[src/rtl/life_engine_seq_if.sv]
// Host-side bundle for the Life engine: control, load and readout in, grid row and status out.
interface life_engine_seq_if #(
  parameter int WIDTH  = 16,
  parameter int ROW_AW = 4,
  parameter int GEN_W  = 16
);
  logic              clear;
  logic              load_en;
  logic [ROW_AW-1:0] load_idx;
  logic [WIDTH-1:0]  load_data;
  logic              wrap_mode;
  logic              step_req;
  logic              run;
  logic [ROW_AW-1:0] rd_idx;
  logic [WIDTH-1:0]  rd_data;
  logic              busy;
  logic              gen_done;
  logic [GEN_W-1:0]  generation;
  logic              stable;

  modport master (
    output clear, load_en, load_idx, load_data, wrap_mode, step_req, run, rd_idx,
    input  rd_data, busy, gen_done, generation, stable
  );

  modport slave (
    input  clear, load_en, load_idx, load_data, wrap_mode, step_req, run, rd_idx,
    output rd_data, busy, gen_done, generation, stable
  );
endinterface

[src/rtl/life_engine_seq.sv]
// B3/S23 Life engine: one shadow row per cycle, then a one-cycle commit (HEIGHT+1 cycles after accept).
// Requests arriving while busy are dropped, not queued; readout keeps showing the old generation.
module life_engine_seq #(
  parameter int WIDTH  = 16,
  parameter int HEIGHT = 16,
  parameter int ROW_AW = 4,
  parameter int GEN_W  = 16
) (
  input logic              clk,
  input logic              rst,
  life_engine_seq_if.slave bus
);
  localparam int ROWS = 2 ** ROW_AW;
  localparam logic [ROW_AW-1:0] LAST_ROW = ROW_AW'(HEIGHT - 1);

  typedef enum logic [1:0] {IDLE, COMPUTE, COMMIT} state_t;

  state_t            state_q;
  logic [WIDTH-1:0]  grid_q   [ROWS];
  logic [WIDTH-1:0]  shadow_q [ROWS];
  logic [ROW_AW-1:0] row_q;
  logic              wrap_q;
  logic              busy_q;
  logic              gen_done_q;
  logic              stable_q;
  logic [GEN_W-1:0]  gen_q;

  logic [WIDTH-1:0]  up_row, mid_row, dn_row, row_d;
  logic [WIDTH+1:0]  up_x, mid_x, dn_x;
  logic [3:0]        n;
  logic              same;

  // Bit 0 is column -1 and bit WIDTH+1 is column WIDTH; both dead unless wrapping.
  function automatic logic [WIDTH+1:0] extend(input logic [WIDTH-1:0] r, input logic wrap);
    return {wrap & r[0], r, wrap & r[WIDTH-1]};
  endfunction

  always_comb begin
    mid_row = grid_q[row_q];
    if (row_q == '0) up_row = wrap_q ? grid_q[LAST_ROW] : '0;
    else             up_row = grid_q[row_q - 1'b1];
    if (row_q == LAST_ROW) dn_row = wrap_q ? grid_q[0] : '0;
    else                   dn_row = grid_q[row_q + 1'b1];
    up_x  = extend(up_row, wrap_q);
    mid_x = extend(mid_row, wrap_q);
    dn_x  = extend(dn_row, wrap_q);
    n     = '0;
    row_d = '0;
    for (int c = 0; c < WIDTH; c++) begin
      n = 4'(up_x[c]) + 4'(up_x[c+1]) + 4'(up_x[c+2]) +
          4'(mid_x[c]) + 4'(mid_x[c+2]) +
          4'(dn_x[c]) + 4'(dn_x[c+1]) + 4'(dn_x[c+2]);
      row_d[c] = (n == 4'd3) | (mid_row[c] & (n == 4'd2));
    end
  end

  always_comb begin
    same = 1'b1;
    for (int r = 0; r < ROWS; r++) begin
      if (shadow_q[r] != grid_q[r]) same = 1'b0;
    end
  end

  always_ff @(posedge clk or posedge rst) begin
    if (rst) begin
      state_q    <= IDLE;
      for (int r = 0; r < ROWS; r++) begin
        grid_q[r]   <= '0;
        shadow_q[r] <= '0;
      end
      row_q      <= '0;
      wrap_q     <= 1'b0;
      busy_q     <= 1'b0;
      gen_done_q <= 1'b0;
      stable_q   <= 1'b0;
      gen_q      <= '0;
    end else begin
      gen_done_q <= 1'b0;
      case (state_q)
        IDLE: begin
          if (bus.clear) begin
            for (int r = 0; r < ROWS; r++) grid_q[r] <= '0;
            gen_q    <= '0;
            stable_q <= 1'b0;
          end else if (bus.load_en) begin
            if (int'(bus.load_idx) < HEIGHT) grid_q[bus.load_idx] <= bus.load_data;
            stable_q <= 1'b0;
          end else if (bus.step_req | bus.run) begin
            wrap_q  <= bus.wrap_mode;
            row_q   <= '0;
            busy_q  <= 1'b1;
            state_q <= COMPUTE;
          end
        end
        COMPUTE: begin
          shadow_q[row_q] <= row_d;
          if (row_q == LAST_ROW) state_q <= COMMIT;
          else                   row_q   <= row_q + 1'b1;
        end
        COMMIT: begin
          for (int r = 0; r < ROWS; r++) grid_q[r] <= shadow_q[r];
          stable_q   <= same;
          gen_q      <= gen_q + 1'b1;
          gen_done_q <= 1'b1;
          busy_q     <= 1'b0;
          state_q    <= IDLE;
        end
        default: state_q <= IDLE;
      endcase
    end
  end

  assign bus.rd_data    = (int'(bus.rd_idx) < HEIGHT) ? grid_q[bus.rd_idx] : '0;
  assign bus.busy       = busy_q;
  assign bus.gen_done   = gen_done_q;
  assign bus.generation = gen_q;
  assign bus.stable     = stable_q;
endmodule
[src/flat_wrapper.sv]
// flat-port wrapper written by rule: the top's interface ports become plain ports
module life_engine_seq_flat 
#(
  parameter int WIDTH  = 16,
  parameter int HEIGHT = 16,
  parameter int ROW_AW = 4,
  parameter int GEN_W  = 16
)
  (clk, rst, bus_clear, bus_load_en, bus_load_idx, bus_load_data, bus_wrap_mode, bus_step_req, bus_run, bus_rd_idx, bus_rd_data, bus_busy, bus_gen_done, bus_generation, bus_stable);
  life_engine_seq_if #(.WIDTH(WIDTH), .ROW_AW(ROW_AW), .GEN_W(GEN_W)) bus_i ();
  input logic clk;
  input logic rst;
  input wire logic [$bits(bus_i.clear)-1:0] bus_clear;
  input wire logic [$bits(bus_i.load_en)-1:0] bus_load_en;
  input wire logic [$bits(bus_i.load_idx)-1:0] bus_load_idx;
  input wire logic [$bits(bus_i.load_data)-1:0] bus_load_data;
  input wire logic [$bits(bus_i.wrap_mode)-1:0] bus_wrap_mode;
  input wire logic [$bits(bus_i.step_req)-1:0] bus_step_req;
  input wire logic [$bits(bus_i.run)-1:0] bus_run;
  input wire logic [$bits(bus_i.rd_idx)-1:0] bus_rd_idx;
  output wire logic [$bits(bus_i.rd_data)-1:0] bus_rd_data;
  output wire logic [$bits(bus_i.busy)-1:0] bus_busy;
  output wire logic [$bits(bus_i.gen_done)-1:0] bus_gen_done;
  output wire logic [$bits(bus_i.generation)-1:0] bus_generation;
  output wire logic [$bits(bus_i.stable)-1:0] bus_stable;
  assign bus_i.clear = bus_clear;
  assign bus_i.load_en = bus_load_en;
  assign bus_i.load_idx = bus_load_idx;
  assign bus_i.load_data = bus_load_data;
  assign bus_i.wrap_mode = bus_wrap_mode;
  assign bus_i.step_req = bus_step_req;
  assign bus_i.run = bus_run;
  assign bus_i.rd_idx = bus_rd_idx;
  assign bus_rd_data = bus_i.rd_data;
  assign bus_busy = bus_i.busy;
  assign bus_gen_done = bus_i.gen_done;
  assign bus_generation = bus_i.generation;
  assign bus_stable = bus_i.stable;
  life_engine_seq #(.WIDTH(WIDTH), .HEIGHT(HEIGHT), .ROW_AW(ROW_AW), .GEN_W(GEN_W)) u_core (.clk(clk), .rst(rst), .bus(bus_i));
endmodule
[config.mk]
export PLATFORM = sky130hd
export DESIGN_NAME = life_engine_seq_flat
export DESIGN_NICKNAME = d
export VERILOG_FILES = /design/src/rtl/life_engine_seq_if.sv /design/src/rtl/life_engine_seq.sv /design/src/flat_wrapper.sv
export SDC_FILE = /design/constraint.sdc
export NUM_CORES = 2
export LEC_CHECK = 0
export CORE_MARGIN = 5
export CORE_UTILIZATION = 45
export DETAILED_ROUTE_END_ITERATION = 10
export MAX_ROUTING_LAYER = met4
export PLACE_DENSITY_LB_ADDON = 0.2
export SLEW_MARGIN = 0
export SYNTH_ARGS = -nofsm -noshare
export SYNTH_HDL_FRONTEND = slang
export SYNTH_SLANG_ARGS = --single-unit
[constraint.sdc]
create_clock -name clk -period 18.1 [get_ports clk]
set_clock_uncertainty 0.2 [all_clocks]
set_input_delay 2.715 -clock clk [delete_from_list [all_inputs] [get_ports clk]]
set_output_delay 2.715 -clock clk [all_outputs]
set_load 0.01 [all_outputs]
* Word level (Yosys, flattened, before mapping)
Cells that the tools add are included.
Cells by class: bitwise gates (word level) 46, reductions and logical operators 12, order comparisons 7, add/subtract/negate cells 115, eq/ne operators 58, muxes and demuxes 61
Operators by type and width (count):
- $bwmux W256 | 2
- $mux W256 | 2
- $pmux W256 S2 | 1
- $add A4 B1 Y4 | 96
- $bmux W16 S4 | 4
- $ne A16 B16 Y1 | 16
- $mux W16 | 15
- $demux W16 S4 | 2
- $eq A4 B2 Y1 const B | 32
- $add A1 B1 Y2 | 16
- $pmux W16 S2 | 1
- $ge A5 B5 Y1 const B | 5
- $not A4 Y5 | 5
- $and A1 B1 Y1 | 22
- $mux W1 | 22
- $or A1 B1 Y1 | 17
- $add A16 B1 Y16 const B | 1
- $mux W4 | 4
- $reduce_and A4 Y1 | 3
- $lt A5 B1 Y1 const B | 2
- $mux W2 | 4
- $ne A2 B2 Y1 const B | 4
- $pmux W4 S2 | 1
- $reduce_and A5 Y1 | 1
- other kinds (15) | 21
Storage, ports and cells: bits in registers 538, output and inout bits 35, word-level logic and storage cells 338, input port bits 31

* Depth between registers and ports, before layout
word-level depth 18, mapped depth 30, mapped depth without buffers 20

* Least setup slack after synthesis
No wires, ideal clock.
kind input port to output port, start input bus_rd_idx[0], end output bus_rd_data[0], data arrival time 4.693 ns, stages on the path 4, path buffers 2, path slack 10.492 ns, data required time 15.185 ns, path through clkbuf_1 -> buf_1 -> mux4_2 -> mux4_2
Between the ends: longest elaborated chain between the ends 4
Ends and longest elaborated chain:
- from (decl) | line flat_wrapper.sv:20 | input wire logic [$bits(bus_i.rd_idx)-1:0] bus_rd_idx;
- $not A4 Y5 (implied by the code) | line life_engine_seq.sv:113 | assign bus.rd_data = (int'(bus.rd_idx) < HEIGHT) ? grid_q[bus.rd_idx] : '0;
- $bmux W16 S4 | line life_engine_seq.sv:113
- $mux W16 (implied by the code) (2 in series) | line life_engine_seq.sv:113
- to (decl) | line flat_wrapper.sv:21 | output wire logic [$bits(bus_i.rd_data)-1:0] bus_rd_data;
No other way between the ends. The select of a mux whose other input is x is not followed.

* Worst setup path in the final report
start register u_core.row_q[0], end register u_core.shadow_q[105] (netlist name)
Between the ends: longest elaborated chain between the ends 17, elaborated cells between the ends (all ways) 35
Ends and longest elaborated chain:
- from (decl) | line life_engine_seq.sv:21 | logic [ROW_AW-1:0] row_q;
- from (signal assigned) | line life_engine_seq.sv:98 | else row_q <= row_q + 1'b1;
- $sub A4 B1 Y4 | line life_engine_seq.sv:41 | else up_row = grid_q[row_q - 1'b1];
- $not A4 Y5 (implied by the code) | line life_engine_seq.sv:41
- $bmux W16 S4 | line life_engine_seq.sv:41
- $mux W16 (implied by the code) (2 in series) | line life_engine_seq.sv:41
- $mux W16 | line life_engine_seq.sv:40 | if (row_q == '0) up_row = wrap_q ? grid_q[LAST_ROW] : '0;
- $add A1 B1 Y2 | line life_engine_seq.sv:50 | n = 4'(up_x[c]) + 4'(up_x[c+1]) + 4'(up_x[c+2]) +
- $add A4 B1 Y4 (2 in series) | line life_engine_seq.sv:50
- $add A4 B1 Y4 (2 in series) | line life_engine_seq.sv:51 | 4'(mid_x[c]) + 4'(mid_x[c+2]) +
- $add A4 B1 Y4 (2 in series) | line life_engine_seq.sv:52 | 4'(dn_x[c]) + 4'(dn_x[c+1]) + 4'(dn_x[c+2]);
- $eq A4 B2 Y1 | line life_engine_seq.sv:53 | row_d[c] = (n == 4'd3) | (mid_row[c] & (n == 4'd2));
- $and A1 B1 Y1 | line life_engine_seq.sv:53
- $or A1 B1 Y1 | line life_engine_seq.sv:53
- $bwmux W256 (*) | line life_engine_seq.sv:96 | shadow_q[row_q] <= row_d;
- to (signal, indexed assignment) | line life_engine_seq.sv:96
- to (decl) | line life_engine_seq.sv:20 | logic [WIDTH-1:0] shadow_q [ROWS];
Mark *: on every way between the ends. The rest lies on a longest branch, timed or not. The select of a mux whose other input is x is not followed. A chain may end at the register's enable or synchronous reset.

==> summary.txt <==
Yosys
  – Top post-synthesis cells by area: dfrtp_1 37%, mux4_2 18%, mux2_2 6.7%
  – Synth Flop Type: dfrtp_1
  – Synth cell types: 55
  – Synth Area in Compound Gates: 0.133
  – Post-Synthesis Cells: 3389
  – Synthesized area per cell: 10.7 um2
  – Seq/Total Area, Yosys: 0.370
  – Synth warn: 0
  – #FFs+latches synth: 538
  – Post-synthesis adder-cell area fraction: 0.0538
  – Mux share of post-synthesis cell area: 0.248
  – Async S/R FF share, synth: 1.00
  – Yosys top cell by area: dfrtp_1
  – Mapped Nets: 3538
  – Synth Area in XOR/XNOR: 0.0363
  – Post-synth top area share: 0.370
  – Main combinational cell family by area after synthesis: multiplexers
  – Synthesized cell area: 0.0364 mm2
  – Simple-Gate Fraction of Synth Area: 0.0998
  – Count leader, synth: dfrtp_1
  – Post-synth top cells: 538 x dfrtp_1, 428 x nand2_1, 286 x mux4_2
  – Post-synth EDFFs: 0

Run
  – Maxcap violations: 2

Hold path
  – Hold depth: 1
  – Hold EP: u_core.bus.generation[15]$_DFFE_PP0P_
  – Worst Hold Class: reg2reg
  – Hold_sp: u_core.bus.generation[15]$_DFFE_PP0P_

Clock network
  – Number of CTS-inserted buffers: 60
  – H-tree depth: 2
  – Longest Clk Path Bufs: 3
  – Num Clock Sinks: 538
  – Total setup buffers inserted after CTS: 0
  – Clock transition at the registers of the reported paths: 60 ps
  – Clock Latency Late Sink: 670 ps
  – Post-CTS Resized: 0
  – CTS tree: done
  – Clock Tree Root: clkbuf_16
  – Post-CTS Hold Buffers: 0

Routing
  – Drt drc: 0
  – Starting DRT DRC Count: 5432
  – Vias/cell: 7.19
  – First-pass iteration count of the detailed router: 6
  – ANT nets after route: 0
  – Via count: 32100
  – WL/cell: 40.8 um
  – Final WL: 182 mm

Critical path
  – Reg2reg path depth: 21
  – Crit start category: flip-flop
  – CP peak stage delay: 880 ps
  – CP max FO: 54
  – Reg2Reg Setup Slack: 9210 ps
  – Reg2reg start: u_core.row_q[0]$_DFFE_PP0P_
  – CP endpoint kind: flip-flop
  – WP data required: 18500 ps
  – Critical path type: reg2reg
  – CP Cell Sequence: inv_1 > ha_4 > buf_4 > buf_4 > mux4_2 > nand2_1 > nand3_1 > nand3_1 > o21ai_0 > ha_1 > inv_1 > fa_1 > fa_1 > inv_1 > fa_1 > inv_1 > fa_1 > a2111oi_0 > a21oi_1 > nor3_4 > mux2_2
  – CP max-delay cell: dfrtp_4
  – Critical R2R Capture: u_core.shadow_q[105]$_DFFE_PP0P_
  – Worst EP arrival: 9290 ps

Status
  – Failing checks: max-capacitance violations
  – Status: finished with violations

Placement
  – # placed instances: 4339
  – Port buffer count: 65
  – Post-DP HPWL: 125 mm
  – Routability congestion estimate: 1.08

STA
  – Hold Violations, Final: 0
  – Setup TNS: 0 ps
  – RSZ-0062 raised after global routing: false
  – Worst Max-Slew Pin Slew: 1480 ps
  – Fin crit share: 0.491
  – Final slew viol count: 0
  – Max Clk Rate: 113 MHz
  – Minimum clock period: 8890 ps
  – Relative slew slack: 0.00235
  – Setup violations, final: 0

Die
  – IO Count: 66
  – Die Width: 294 um
  – Core area: 0.0804 mm2
  – Die height: 294 um
  – Die area: 0.0867 mm2
  – Initial Utilization: 0.452
  – FP Rows: 104

Finish
  – Area grow syn2layout: 11.4%
  – Layout Nets: 3490
  – Non-filler cells, final: 4464
  – Fraction of layout cells with a size suffix above 1: 0.232
  – Final Util: 0.504

GRT
  – First-pass GRT wire length: 251 mm
  – Total grt overflow: 0
  – Total GRT Usage: 0.427
  – Largest net degree at the start of global routing: 171
  – Vias in the first global route: 30900
  – Initial antenna violation count: 13
## worst max path at each step
stage / slack, ps / to / start
floorplan: 150 / u_core.bus.busy$_DFFE_PP0P_ / rst
global placement: 9370 / bus_rd_data[15] / bus_rd_idx[0]
detailed placement: 9300 / u_core.shadow_q[120]$_DFFE_PP0P_ / u_core.row_q[0]$_DFFE_PP0P_
CTS: 9250 / u_core.shadow_q[232]$_DFFE_PP0P_ / u_core.row_q[0]$_DFFE_PP0P_
global route: 8740 / u_core.shadow_q[105]$_DFFE_PP0P_ / u_core.row_q[0]$_DFFE_PP0P_
finish: 9210 / u_core.shadow_q[105]$_DFFE_PP0P_ / u_core.row_q[0]$_DFFE_PP0P_
## metrics by stage
stage	hold slack, ps	setup slack (ps)	instance area [um2]
global placement	282	9370	38400
CTS	297	9250	40500
finish	296	9210	40500
global route	334	8740	40500
detailed placement	290	9300	38400
floorplan	303	148	36400
## layout by cell type (no fill, tap or decap), types with 13 or more instances in the layout
| master | n |
|---|---|
| dfrtp_1 | 535 |
| nand2_1 | 428 |
| mux4_2 | 286 |
| o21ai_0 | 271 |
| inv_1 | 256 |
| mux2_2 | 218 |
| a22oi_1 | 200 |
| nand3_1 | 106 |
| xnor2_1 | 97 |
| buf_4 | 93 |
| a221oi_1 | 69 |
| a21oi_1 | 67 |
| fa_1 | 64 |
| clkdlybuf4s50_1 | 62 |
| clkbuf_16 | 60 |
| ha_1 | 53 |
| xor2_1 | 45 |
| nor2b_1 | 43 |
| nand2b_1 | 39 |
| o22ai_1 | 38 |
| nor2_1 | 35 |
| nand4_1 | 32 |
| nor4_1 | 31 |
| nor2_2 | 21 |
| and2_1 | 17 |
| diode_2 | 15 |
| o21ai_4 | 14 |
| o21ai_1 | 14 |
| clkbuf_8 | 13 |
## critical path, delay by kind of cell (launching register included)
family	cells	cell delay (ps)
adders and majority gates	6	2770
muxes	2	720
DFF	1	880
buffers and inverters	6	2190
AOI/OAI and AO/OA	3	770
and+or+nand+nor	4	1150
## layout make-up
class | count | area [um2]
well taps | 1060 | 1330
flip-flops and latches | 538 | 13500
inverters | 259 | 987
multi-input cells | 2324 | 21300
clock buffers | 81 | 1710
diodes | 15 | 37.5
clock inverters | 29 | 392
fillers | 7173 | 39900
repair buffers | 158 | 1360
## registers in the layout (all words and copies together), names as in the netlist
name and flops:
u_core.row_q 4, u_core.grid_q 256, u_core.wrap_q 1, u_core.bus.busy 1, u_core.bus.stable 1, u_core.shadow_q 256
u_core.bus.generation 16, u_core.state_q 2, u_core.bus.gen_done 1
## cells by family (layout without fill, tap and decap cells)
| logic type | count (synthesis) | in the layout |
|---|---|---|
| buffers and inverters | 527 | 527 |
| XOR/XNOR | 150 | 150 |
| AND/OR/NAND/NOR | 799 | 799 |
| flip-flops | 538 | 538 |
| other | 0 | 15 |
| AO/OA/AOI/OAI | 748 | 748 |
| adder cells (fa/ha/maj) | 118 | 118 |
| multiplexers | 509 | 509 |
## layer usage
metal  global-route usage  wire (um)
met1                0.523      63300
met5                    -          0
met2                0.588      75400
met4                0.314      18300
met3                0.139      25000
Power is not shown: default switching activity piles up to over one toggle a cycle in this logic, so the estimate is an artifact.
